<file path="src/rtl/dmem_arb_pkg.sv">
// Shared types and constants for the data-memory arbiter.
// Optional feature macro: DMEM_ARB_ROUND_ROBIN_EN (see dmem_arb_select).
`timescale 1ns/1ps
package dmem_arb_pkg;

    // Access sequencer states
    typedef enum logic [1:0] {
        IDLE  = 2'd0,
        ISSUE = 2'd1,
        WAIT  = 2'd2,
        DONE  = 2'd3
    } arb_state_e;

    // sign_mask encoding: size one-hot in [2:0], sign-extend request in bit 3
    localparam int         SM_SIGNED_BIT = 3;
    localparam logic [3:0] SM_BYTE       = 4'b0001;
    localparam logic [3:0] SM_HALF       = 4'b0010;
    localparam logic [3:0] SM_WORD       = 4'b0100;
    localparam logic [3:0] SM_SIGNED     = 4'b1000;

    // Memory-mapped LED register
    localparam logic [31:0] LED_ADDR = 32'h0000_2000;

    // Command latched for the winning requester
    typedef struct packed {
        logic        we;
        logic [31:0] addr;
        logic [31:0] wdata;
        logic [3:0]  mask;
    } mem_cmd_t;

endpackage

</file>
<file path="src/rtl/dmem_arbiter_if.sv">
// Bundle of requester and memory-side signals around the arbiter.
// slave = arbiter view, master = requesters + memory view.
`timescale 1ns/1ps
interface dmem_arbiter_if;
    // requester side
    logic        req0, req1;
    logic        we0, we1;
    logic [31:0] addr0, addr1;
    logic [31:0] wdata0, wdata1;
    logic [3:0]  mask0, mask1;
    logic        ack0, ack1;
    logic        err0, err1;
    logic [31:0] rdata;
    // memory side
    logic [31:0] mem_addr, mem_wdata;
    logic        mem_memread, mem_memwrite;
    logic [3:0]  mem_sign_mask;
    logic [31:0] mem_rdata;
    logic        mem_stall;

    modport slave (
        input  req0, req1, we0, we1, addr0, addr1, wdata0, wdata1, mask0, mask1,
        output ack0, ack1, err0, err1, rdata,
        output mem_addr, mem_wdata, mem_memread, mem_memwrite, mem_sign_mask,
        input  mem_rdata, mem_stall
    );

    modport master (
        output req0, req1, we0, we1, addr0, addr1, wdata0, wdata1, mask0, mask1,
        input  ack0, ack1, err0, err1, rdata,
        input  mem_addr, mem_wdata, mem_memread, mem_memwrite, mem_sign_mask,
        output mem_rdata, mem_stall
    );
endinterface

</file>
<file path="src/rtl/dmem_arb_select.sv">
// Winner selection for the two requesters. sel = 0 picks port 0.
// Default: fixed priority to port 0 with a burst counter that hands the
// port to 1 after MAX_BURST consecutive port-0 grants while 1 waits.
// With DMEM_ARB_ROUND_ROBIN_EN: plain round-robin on a last-grant flag.
`timescale 1ns/1ps
module dmem_arb_select #(
    parameter int MAX_BURST = 4,
    parameter int CNT_W     = 5
) (
    input  logic clk,
    input  logic reset_n,
    input  logic req0,
    input  logic req1,
    input  logic grant_en,
    output logic sel
);

`ifdef DMEM_ARB_ROUND_ROBIN_EN
    logic last_q, last_d;

    // On contention the port not granted last wins
    always_comb begin
        sel = req1;
        if (req0 && req1) sel = ~last_q;
    end

    // Remember who was granted
    always_comb begin
        last_d = last_q;
        if (grant_en) last_d = sel;
    end

    // Starts pointing at port 1 so port 0 wins the first contention
    always_ff @(posedge clk or negedge reset_n) begin
        if (!reset_n) last_q <= 1'b1;
        else          last_q <= last_d;
    end
`else
    localparam logic [CNT_W-1:0] BURST_LIM = CNT_W'(MAX_BURST);

    logic [CNT_W-1:0] burst_q, burst_d;

    // Port 0 wins unless port 1 has waited through a full burst
    always_comb sel = req1 && (!req0 || (burst_q == BURST_LIM));

    // Count port-0 grants only while port 1 is actually waiting
    always_comb begin
        burst_d = burst_q;
        if (!req1)
            burst_d = '0;
        else if (grant_en)
            burst_d = sel ? '0 : burst_q + 1'b1;
    end

    // Burst counter register
    always_ff @(posedge clk or negedge reset_n) begin
        if (!reset_n) burst_q <= '0;
        else          burst_q <= burst_d;
    end
`endif

endmodule

</file>
<file path="src/rtl/dmem_arbiter.sv">
// Two-port arbiter in front of the single data-memory port.
// Port 0 = CPU load/store unit, port 1 = debug/DMA loader.
// Each access runs IDLE -> ISSUE -> WAIT -> DONE against the memory's
// stall handshake; DONE gives the winner a one-cycle ack (+err on timeout).
// Optional feature macro: DMEM_ARB_ROUND_ROBIN_EN (round-robin arbitration).
`timescale 1ns/1ps
module dmem_arbiter
    import dmem_arb_pkg::*;
#(
    parameter int MAX_BURST = 4,
    parameter int TIMEOUT   = 16,
    parameter int CNT_W     = 5
) (
    input  logic            clk,
    input  logic            reset_n,
    dmem_arbiter_if.slave   bus
);

    localparam logic [CNT_W-1:0] TMO_LAST = CNT_W'(TIMEOUT - 1);

    arb_state_e       state_q, state_d;
    logic             win_q, win_d;       // 0 = port 0 owns the access
    mem_cmd_t         cmd_q, cmd_d;
    logic [CNT_W-1:0] tmo_q, tmo_d;
    logic [31:0]      rdata_q, rdata_d;
    logic             err_q, err_d;

    logic             grant_en;
    logic             sel;

    // A grant needs an idle sequencer and a memory that is not still busy
    assign grant_en = (state_q == IDLE) && !bus.mem_stall && (bus.req0 || bus.req1);

    dmem_arb_select #(
        .MAX_BURST (MAX_BURST),
        .CNT_W     (CNT_W)
    ) u_select (
        .clk      (clk),
        .reset_n  (reset_n),
        .req0     (bus.req0),
        .req1     (bus.req1),
        .grant_en (grant_en),
        .sel      (sel)
    );

    // Next-state and datapath updates of the access sequencer
    always_comb begin
        state_d = state_q;
        win_d   = win_q;
        cmd_d   = cmd_q;
        tmo_d   = tmo_q;
        rdata_d = rdata_q;
        err_d   = err_q;
        unique case (state_q)
            IDLE: begin
                if (grant_en) begin
                    win_d = sel;
                    err_d = 1'b0;
                    if (sel) begin
                        cmd_d.we    = bus.we1;
                        cmd_d.addr  = bus.addr1;
                        cmd_d.wdata = bus.wdata1;
                        cmd_d.mask  = bus.mask1;
                    end else begin
                        cmd_d.we    = bus.we0;
                        cmd_d.addr  = bus.addr0;
                        cmd_d.wdata = bus.wdata0;
                        cmd_d.mask  = bus.mask0;
                    end
                    state_d = ISSUE;
                end
            end
            ISSUE: begin
                tmo_d   = '0;
                state_d = WAIT;
            end
            WAIT: begin
                tmo_d = tmo_q + 1'b1;
                // The first WAIT cycle still shows the pre-command stall value
                if ((tmo_q != '0) && !bus.mem_stall) begin
                    rdata_d = bus.mem_rdata;
                    err_d   = 1'b0;
                    state_d = DONE;
                end else if (tmo_q == TMO_LAST) begin
                    rdata_d = '0;
                    err_d   = 1'b1;
                    state_d = DONE;
                end
            end
            DONE: begin
                state_d = IDLE;
            end
            default: state_d = IDLE;
        endcase
    end

    // Sequencer registers; reset drops any access in flight
    always_ff @(posedge clk or negedge reset_n) begin
        if (!reset_n) begin
            state_q <= IDLE;
            win_q   <= 1'b0;
            cmd_q   <= '0;
            tmo_q   <= '0;
            rdata_q <= '0;
            err_q   <= 1'b0;
        end else begin
            state_q <= state_d;
            win_q   <= win_d;
            cmd_q   <= cmd_d;
            tmo_q   <= tmo_d;
            rdata_q <= rdata_d;
            err_q   <= err_d;
        end
    end

    // Outputs decode straight from registers so reset clears them at once
    assign bus.ack0          = (state_q == DONE) && !win_q;
    assign bus.ack1          = (state_q == DONE) &&  win_q;
    assign bus.err0          = bus.ack0 && err_q;
    assign bus.err1          = bus.ack1 && err_q;
    assign bus.rdata         = rdata_q;
    assign bus.mem_addr      = cmd_q.addr;
    assign bus.mem_wdata     = cmd_q.wdata;
    assign bus.mem_sign_mask = cmd_q.mask;
    assign bus.mem_memread   = (state_q == ISSUE) && !cmd_q.we;
    assign bus.mem_memwrite  = (state_q == ISSUE) &&  cmd_q.we;

endmodule

</file>
<file path="src/flat_wrapper.sv">
// flat-port wrapper written by rule: the top's interface ports become plain ports
module dmem_arbiter_flat import dmem_arb_pkg::*;
#(
    parameter int MAX_BURST = 4,
    parameter int TIMEOUT   = 16,
    parameter int CNT_W     = 5
)
  (clk, reset_n, bus_req0, bus_req1, bus_we0, bus_we1, bus_addr0, bus_addr1, bus_wdata0, bus_wdata1, bus_mask0, bus_mask1, bus_ack0, bus_ack1, bus_err0, bus_err1, bus_rdata, bus_mem_addr, bus_mem_wdata, bus_mem_memread, bus_mem_memwrite, bus_mem_sign_mask, bus_mem_rdata, bus_mem_stall);
  dmem_arbiter_if bus_i ();
  input  logic clk;
  input  logic reset_n;
  input wire logic [$bits(bus_i.req0)-1:0] bus_req0;
  input wire logic [$bits(bus_i.req1)-1:0] bus_req1;
  input wire logic [$bits(bus_i.we0)-1:0] bus_we0;
  input wire logic [$bits(bus_i.we1)-1:0] bus_we1;
  input wire logic [$bits(bus_i.addr0)-1:0] bus_addr0;
  input wire logic [$bits(bus_i.addr1)-1:0] bus_addr1;
  input wire logic [$bits(bus_i.wdata0)-1:0] bus_wdata0;
  input wire logic [$bits(bus_i.wdata1)-1:0] bus_wdata1;
  input wire logic [$bits(bus_i.mask0)-1:0] bus_mask0;
  input wire logic [$bits(bus_i.mask1)-1:0] bus_mask1;
  output wire logic [$bits(bus_i.ack0)-1:0] bus_ack0;
  output wire logic [$bits(bus_i.ack1)-1:0] bus_ack1;
  output wire logic [$bits(bus_i.err0)-1:0] bus_err0;
  output wire logic [$bits(bus_i.err1)-1:0] bus_err1;
  output wire logic [$bits(bus_i.rdata)-1:0] bus_rdata;
  output wire logic [$bits(bus_i.mem_addr)-1:0] bus_mem_addr;
  output wire logic [$bits(bus_i.mem_wdata)-1:0] bus_mem_wdata;
  output wire logic [$bits(bus_i.mem_memread)-1:0] bus_mem_memread;
  output wire logic [$bits(bus_i.mem_memwrite)-1:0] bus_mem_memwrite;
  output wire logic [$bits(bus_i.mem_sign_mask)-1:0] bus_mem_sign_mask;
  input wire logic [$bits(bus_i.mem_rdata)-1:0] bus_mem_rdata;
  input wire logic [$bits(bus_i.mem_stall)-1:0] bus_mem_stall;
  assign bus_i.req0 = bus_req0;
  assign bus_i.req1 = bus_req1;
  assign bus_i.we0 = bus_we0;
  assign bus_i.we1 = bus_we1;
  assign bus_i.addr0 = bus_addr0;
  assign bus_i.addr1 = bus_addr1;
  assign bus_i.wdata0 = bus_wdata0;
  assign bus_i.wdata1 = bus_wdata1;
  assign bus_i.mask0 = bus_mask0;
  assign bus_i.mask1 = bus_mask1;
  assign bus_ack0 = bus_i.ack0;
  assign bus_ack1 = bus_i.ack1;
  assign bus_err0 = bus_i.err0;
  assign bus_err1 = bus_i.err1;
  assign bus_rdata = bus_i.rdata;
  assign bus_mem_addr = bus_i.mem_addr;
  assign bus_mem_wdata = bus_i.mem_wdata;
  assign bus_mem_memread = bus_i.mem_memread;
  assign bus_mem_memwrite = bus_i.mem_memwrite;
  assign bus_mem_sign_mask = bus_i.mem_sign_mask;
  assign bus_i.mem_rdata = bus_mem_rdata;
  assign bus_i.mem_stall = bus_mem_stall;
  dmem_arbiter #(.MAX_BURST(MAX_BURST), .TIMEOUT(TIMEOUT), .CNT_W(CNT_W)) u_core (.clk(clk), .reset_n(reset_n), .bus(bus_i));
endmodule
</file>
<file path="config.mk">
export PLATFORM = sky130hd
export DESIGN_NAME = dmem_arbiter_flat
export DESIGN_NICKNAME = d
export VERILOG_FILES = /design/src/rtl/dmem_arb_pkg.sv /design/src/rtl/dmem_arbiter_if.sv /design/src/rtl/dmem_arb_select.sv /design/src/rtl/dmem_arbiter.sv /design/src/flat_wrapper.sv
export SDC_FILE = /design/constraint.sdc
export NUM_CORES = 1
export LEC_CHECK = 0
export CELL_PAD_IN_SITES_DETAIL_PLACEMENT = 1
export CELL_PAD_IN_SITES_GLOBAL_PLACEMENT = 2
export CORE_ASPECT_RATIO = 0.8
export CORE_MARGIN = 8
export CORE_UTILIZATION = 23
export CTS_BUF_LIST = sky130_fd_sc_hd__clkbuf_4
export DETAILED_ROUTE_END_ITERATION = 10
export PLACE_DENSITY = 0.9
export SLEW_MARGIN = 20
export SYNTH_ARGS = -nofsm -noshare
export SYNTH_HDL_FRONTEND = slang
export SYNTH_SLANG_ARGS = --single-unit
export TNS_END_PERCENT = 50
</file>
<file path="constraint.sdc">
create_clock -name clk -period 2.38 [get_ports clk]
set_clock_uncertainty 0.05 [all_clocks]
set_input_delay 0.476 -clock clk [delete_from_list [all_inputs] [get_ports clk]]
set_output_delay 0.476 -clock clk [all_outputs]
set_load 0.01 [all_outputs]
</file>
==> results_dict.tcl, run 1 <==
set metrics [dict create \
    max_freq_mhz 457.3 \
    insertion_delay_ps 560 \
    crit_type "flop to output port" \
    fin_tns_setup_ps 0 \
    wl_per_cell_um 17.95 \
    arrival_ps 1660 \
    hold_violations 0 \
    die-area_um2 30660 \
    drc 0 \
    fin_crit_ps 2187 \
    pwr-share-seq_pct 36.2 \
    clkPwrFrac_pct 14.3 \
    status "finished clean" \
    most-common-layout-cells "clkdlybuf4s50_1 (273), nand2_1 (143), a21oi_1 (143)" \
    num-fill-cells 2953 \
    maxSlewViolCount 0 \
    p_leak_nw 3.732 \
    core_um2 25050 \
    grt-ovfl-total 0 \
    syn_nets 875 \
    switching_share_pct 37.44 \
    drt_first_pass_iters 6 \
    syn_area_per_cell_um2 8.416 \
    setup_viol 0 \
    period_share_pct 91.88 \
    worstSetupEndpointType "output port" \
    rsz0062_at_grt "no" \
    antenna_found_initial 3 \
    clockBufferDepth 2 \
    initial_core_util_pct 23.22 \
    p_total_mw 9.342 \
    wl_um 22170 \
    synth_top_area_share_pct 49.48 \
    synth.distinct_cells 36 \
    grt_usage_pct 14.40 \
    cp-start-kind "flop" \
    slew-limit-headroom_pct 74.06 \
    grt_max_degree 65 \
    htreeDepth 4 \
    io_pins 281 \
    internal_power_mw 5.844 \
    dp_hpwl_um 16180 \
    grt_pass1_vias 5894 \
    cap_viol_max_count 0 \
    cts_tree "built" \
    irDropWorstVdd_v 0.0004058 \
    num-nets-final 1082 \
    synth_area_leaders "dfrtp_1 (49%), a21oi_1 (12%), nand2_1 (9.2%), buf_4 (9.0%), nor2_1 (4.8%)" \
    place_congestion 0.7386 \
    clock-sinks 115 \
    power_frac_comb_pct 49.5 \
    hold_class "input port to asynchronous set/reset pin" \
    synth_seq_cells 115 \
    grt_pass1_wl_um 34490 \
    critPathMaxFanout 4 \
    die_h_um 158.2 \
    core.rowCount 52 \
    syn2layout_area_growth_pct 51.91 \
    drtIter0Drc 162 \
    die_w_um 193.8 \
    p_sw_mw 3.498 \
    synth_cells 691 \
    worst_slew_pin_slew_ps 389.1 \
    num_vias 5479 \
    ys_warn_count 0 \
    p_per_area_nw_per_um2 1057 \
    layout-drive-gt1-share_pct 6.147 \
    cts_buffers 17 \
    root_buffer "clkbuf_4" \
    syn_area_um2 5816 \
    seq_area_frac_synth_pct 49.48 \
    postCtsSetupRepairBufs 0 \
    antenna_cells 0 \
    vias_per_cell 4.436 \
    final_common_cell "clkdlybuf4s50_1" \
    path_clk_slew_ps 130 \
    antenna_left 0 \
    synth.largest_area_cell "dfrtp_1" \
    numPortBuffers 280 \
    worstPathRequired_ps 1850 \
]
==> cell usage after synthesis <==
library cell,n
and4bb_2,1
o31ai_1,1
nor3_1,1
nor2_1,75
and2_1,3
nor2b_1,3
a21oi_2,1
o21ai_1,8
buf_1,2
o211ai_1,1
ha_1,9
clkbuf_1,11
o21ai_2,2
and2b_1,1
o21ai_0,33
nor3b_1,2
inv_1,12
o221ai_1,1
nor3b_2,1
a31oi_1,3
nand2_1,143
buf_4,70
nand3b_1,2
buf_2,25
dfrtp_1,115
and3_1,2
or4_1,2
nand2b_1,2
nor2_4,1
nand3_1,10
buf_6,1
a21oi_1,143
mux2_2,1
o2bb2ai_1,1
nand4bb_1,1
nor4b_4,1
==> worst max-delay path, cell delays in order, from the launching register on <==
cell and delay, ps:
dfrtp_1 410, inv_1 80, ha_1 200, and2_1 140
dlygate4sd2_1 280
==> per-stage QoR <==
| stage | cell area [µm²] | hold WS, ps | util, % | worst slack [ps] | instances |
|---|---|---|---|---|---|
| floorplan | 5816 | 130.4 | - | 570.9 | 691 |
| global placement | 8584 | 376.4 | 34.27 | 214.2 | 1202 |
| detailed placement | 8584 | 379.4 | 34.27 | 120.6 | 1202 |
| CTS | 8831 | 263.1 | 35.25 | 74.91 | 1235 |
| global route | 8835 | 277.0 | 35.27 | 1.720 | 1235 |
| finish | 8835 | 332.5 | 35.27 | 193.2 | 1235 |
==> worst paths after layout <==
path,from,end,slack [ps],depth (start not counted)
min in group clk,bus_mask0[0],u_core.bus.mem_sign_mask[0],390,3
max in group asynchronous,reset_n,u_core.bus.mem_addr[17],1300,3
worst min register to register,u_core.bus.rdata[29],u_core.bus.rdata[29],470,2
worst min-delay path,reset_n,u_core.bus.rdata[31],330,2
worst max register to register,u_core.tmo_q[0],u_core.bus.rdata[22],400,7
worst max-delay path,u_core.state_q[1],bus_mem_memwrite,190,4
==> layout make-up <==
type / instances / area (µm²) / area share, %
inverters: 12 / 45.04 / 0.5098
multi-input cells: 455 / 2213 / 25.05
clock inverters: 12 / 91.34 / 1.034
well taps: 324 / 405.4 / 4.589
flip-flops and latches: 115 / 2878 / 32.57
repair buffers: 297 / 3052 / 34.54
clock buffers: 20 / 150.1 / 1.699
==> per-layer routing <==
metal	track usage (%)	wire, µm	vias up
li1	-	-	2624
met1	17.71	10030	2623
met2	21.48	9640	212
met3	8.434	2370	14
met4	3.072	100	6
met5	0	32	-
==> cells by family (layout without fill, tap and decap cells) <==
| kind of cell | after synthesis | after routing | synth area share [%] |
|---|---|---|---|
| compound gates | 194 | 194 | 17.17 |
| fa+ha+maj | 9 | 9 | 1.936 |
| buf+inv | 121 | 341 | 12.99 |
| flops | 115 | 115 | 49.48 |
| mux | 1 | 1 | 0.1936 |
| simple gates | 251 | 251 | 18.22 |
==> sequential cells by signal, summed over array words and instances, names as in the netlist <==
register,flops
u_core.bus.mem_addr,32
u_core.bus.mem_wdata,32
u_core.bus.rdata,32
u_core.tmo_q,5
u_core.u_select.burst_q,5
u_core.bus.mem_sign_mask,4
u_core.state_q,2
u_core.cmd_q,1
u_core.err_q,1
u_core.win_q,1
==> repair_timing <==
action,4_1_cts,5_1_grt
setup endpoints to repair,6,3
hold endpoints to repair,24,0
resized for setup,7,3
hold buffers,1,0
==> power groups by stage <==
stage	sequential, mW	combinational [mW]	clock (mW)
after floorplan	3.44	2.61	0
after global placement	3.38	4.61	0
after detailed placement	3.43	4.71	0
after CTS	3.39	4.72	1.44
after global routing	3.51	5.08	1.50
final	3.38	4.62	1.34
Note: power is estimated with default switching activity, not from simulation.
==> run 2: changes to the inputs <==
Settings changed: CORE_MARGIN 8 to 2, PLACE_DENSITY 0.9 to unset, PLACE_DENSITY_LB_ADDON set to 0.08.
==> run 2 against run 1 <==
  * Sequential cell count unchanged
  * Design area increased by 1.6%
  * Highest routed layer is now met4
  * Critical path type unchanged
  * Hold slack barely moved
  * Worst setup slack improved by 14 ps
  * Cell count grew 1.1%
  * Largest cell class unchanged
==> results_dict.tcl, run 2 (synthesis results as in run 1) <==
set metrics [dict create \
    arrival_ps 1650 \
    cp-start-kind "flop" \
    clock-sinks 115 \
    core.rowCount 52 \
    crit_type "flop to output port" \
    clockBufferDepth 2 \
    worstSetupEndpointType "output port" \
    antenna_left 0 \
    core_um2 25050 \
    htreeDepth 4 \
    die_h_um 146.2 \
    slew-limit-headroom_pct 70.13 \
    clkPwrFrac_pct 15.9 \
    seqCellArea_um2 2878 \
    grt_pass1_vias 6019 \
    cp_slowest_stage_delay_ps 420 \
    fin_area_um2 8979 \
    cpMaxStageDelayCell "dfrtp_1" \
    num_vias 5550 \
    critPathMaxFanout 4 \
    cts_tree "built" \
    maxSlewViolCount 0 \
    p_per_area_nw_per_um2 1054 \
    insertion_delay_ps 540 \
    wl_um 21520 \
    p_sw_mw 3.511 \
    drt_first_pass_iters 4 \
    r2r-end "u_core.bus.mem_addr[3]" \
    rsz0062_at_grt "no" \
    wl_per_cell_um 17.24 \
    cap_viol_max_count 0 \
    num-nets-final 1094 \
    grt_usage_pct 16.59 \
    dpl_cell_area_um2 8680 \
    most-common-layout-cells "clkdlybuf4s50_1 (273), nand2_1 (143), a21oi_1 (143)" \
    r2r_setup_slack_ps 400 \
    vias_per_cell 4.447 \
    multiInputGateArea_um2 2213 \
    pwr-share-seq_pct 35.8 \
    power_frac_comb_pct 48.3 \
    die-area_um2 26580 \
    die_w_um 181.8 \
    path_buf_inv 2 \
    dp_hpwl_um 15480 \
    num-fill-cells 2906 \
    grt_pass1_wl_um 34200 \
    crit_family "flip-flops" \
    r2r-start "u_core.state_q[0]" \
    rr_worst_depth 7 \
    hold_violations 0 \
    numPortBuffers 280 \
    holdWs_ps 332.3 \
    worstPathRequired_ps 1850 \
    place_congestion 0.7605 \
    setup_viol 0 \
    hold_class "input port to asynchronous set/reset pin" \
    internal_power_mw 5.953 \
    layout-drive-gt1-share_pct 7.584 \
    antenna_found_initial 1 \
    fin_tns_setup_ps 0 \
    cts_buffers 17 \
    worst_slew_pin_slew_ps 448.1 \
    irDropWorstVdd_v 0.0003990 \
    switching_share_pct 37.10 \
    grt-ovfl-total 0 \
    io_pins 281 \
    p_leak_nw 3.806 \
    initial_core_util_pct 23.22 \
    drtIter0Drc 228 \
    root_buffer "clkbuf_4" \
    syn2layout_area_growth_pct 54.39 \
    path_clk_slew_ps 130 \
    fin_crit_ps 2173 \
    crit_chain "inv_1 > ha_1 > and2_1 > dlygate4sd2_1" \
    period_share_pct 91.31 \
    grt_max_degree 65 \
    drc 0 \
    max_freq_mhz 460.2 \
    status "finished clean" \
    final_common_cell "clkdlybuf4s50_1" \
]
-- run 2: cell count changes in the layout (fill, tap and decap cells not counted) --
| cell | change |
|---|---|
| clkinv_2 | -3 |
| clkinv_4 | +1 |
| inv_6 | +3 |
| clkdlybuf4s15_1 | -3 |
| clkinv_1 | -2 |
| clkinvlp_4 | +3 |
| dlygate4sd2_1 | +3 |
| diode_2 | +1 |
| clkbuf_4 | -3 |
| buf_12 | +1 |
| buf_4 | +11 |
| bufinv_16 | +1 |
-- run 2: cell type report --
cell class              instances  share of cell area, %
clock buffers                  17                  1.421
multi-input cells             455                  24.65
diodes                          1                0.02787
inverters                      12                 0.5017
repair buffers                309                  35.09
well taps                     324                  4.515
clock inverters                15                  1.742
flip-flops and latches        115                  32.05
-- run 2: routing by layer --
metal | global-route usage (%) | share of wire, % | up-vias | wire length (µm)
met2 | 27.30 | 47 | 162 | 10190
li1 | - | - | 2652 | -
met3 | 5.338 | 6.5 | 21 | 1396
met4 | 4.837 | 1.6 | 0 | 352
met1 | 20.85 | 45 | 2715 | 9576
met5 | 0 | 0 | - | 0
-- run 2: what timing repair did --
action / 4_1_cts / 5_1_grt
hold buffers: 1 / 0
setup buffers: 1 / 0
hold endpoints to repair: 22 / 0
gates resized for setup: 7 / 0
endpoints found under the setup margin: 6 / 0
-- run 2: worst max path at each step --
stage / start / to / slack (ps) / cells after the start
6_report: u_core.state_q[1] / bus_mem_memwrite / 210 / 4
3_5_place_dp: bus_mem_stall / u_core.bus.mem_addr[3] / 220 / 6
5_1_grt: u_core.state_q[1] / bus_ack0 / 40 / 3
2_1_floorplan: u_core.tmo_q[0] / u_core.state_q[1] / 570 / 6
4_1_cts: u_core.state_q[1] / bus_mem_memread / 120 / 4
3_3_place_gp: bus_req0 / u_core.bus.mem_addr[27] / 260 / 7
-- run 2: power by group through the flow --
stage               Clock, mW  Sequential (mW)  Combinational, mW
floorplan                   0             3.44               2.61
global placement            0             3.39               4.54
detailed placement          0             3.44               4.65
CTS                      1.61             3.40               4.67
global route             1.70             3.52               5.02
finish                   1.51             3.39               4.57
-- run 2: through the flow --
step | setup WS, ps | cells | power (mW) | util [%]
after global placement | 255.0 | 1213 | 7.934 | 34.65
after CTS | 124.1 | 1247 | 9.674 | 35.83
after floorplan | 570.9 | 691 | 6.045 | -
after detailed placement | 219.9 | 1213 | 8.089 | 34.65
after global routing | 36.96 | 1248 | 10.24 | 35.84
final | 206.9 | 1248 | 9.465 | 35.84
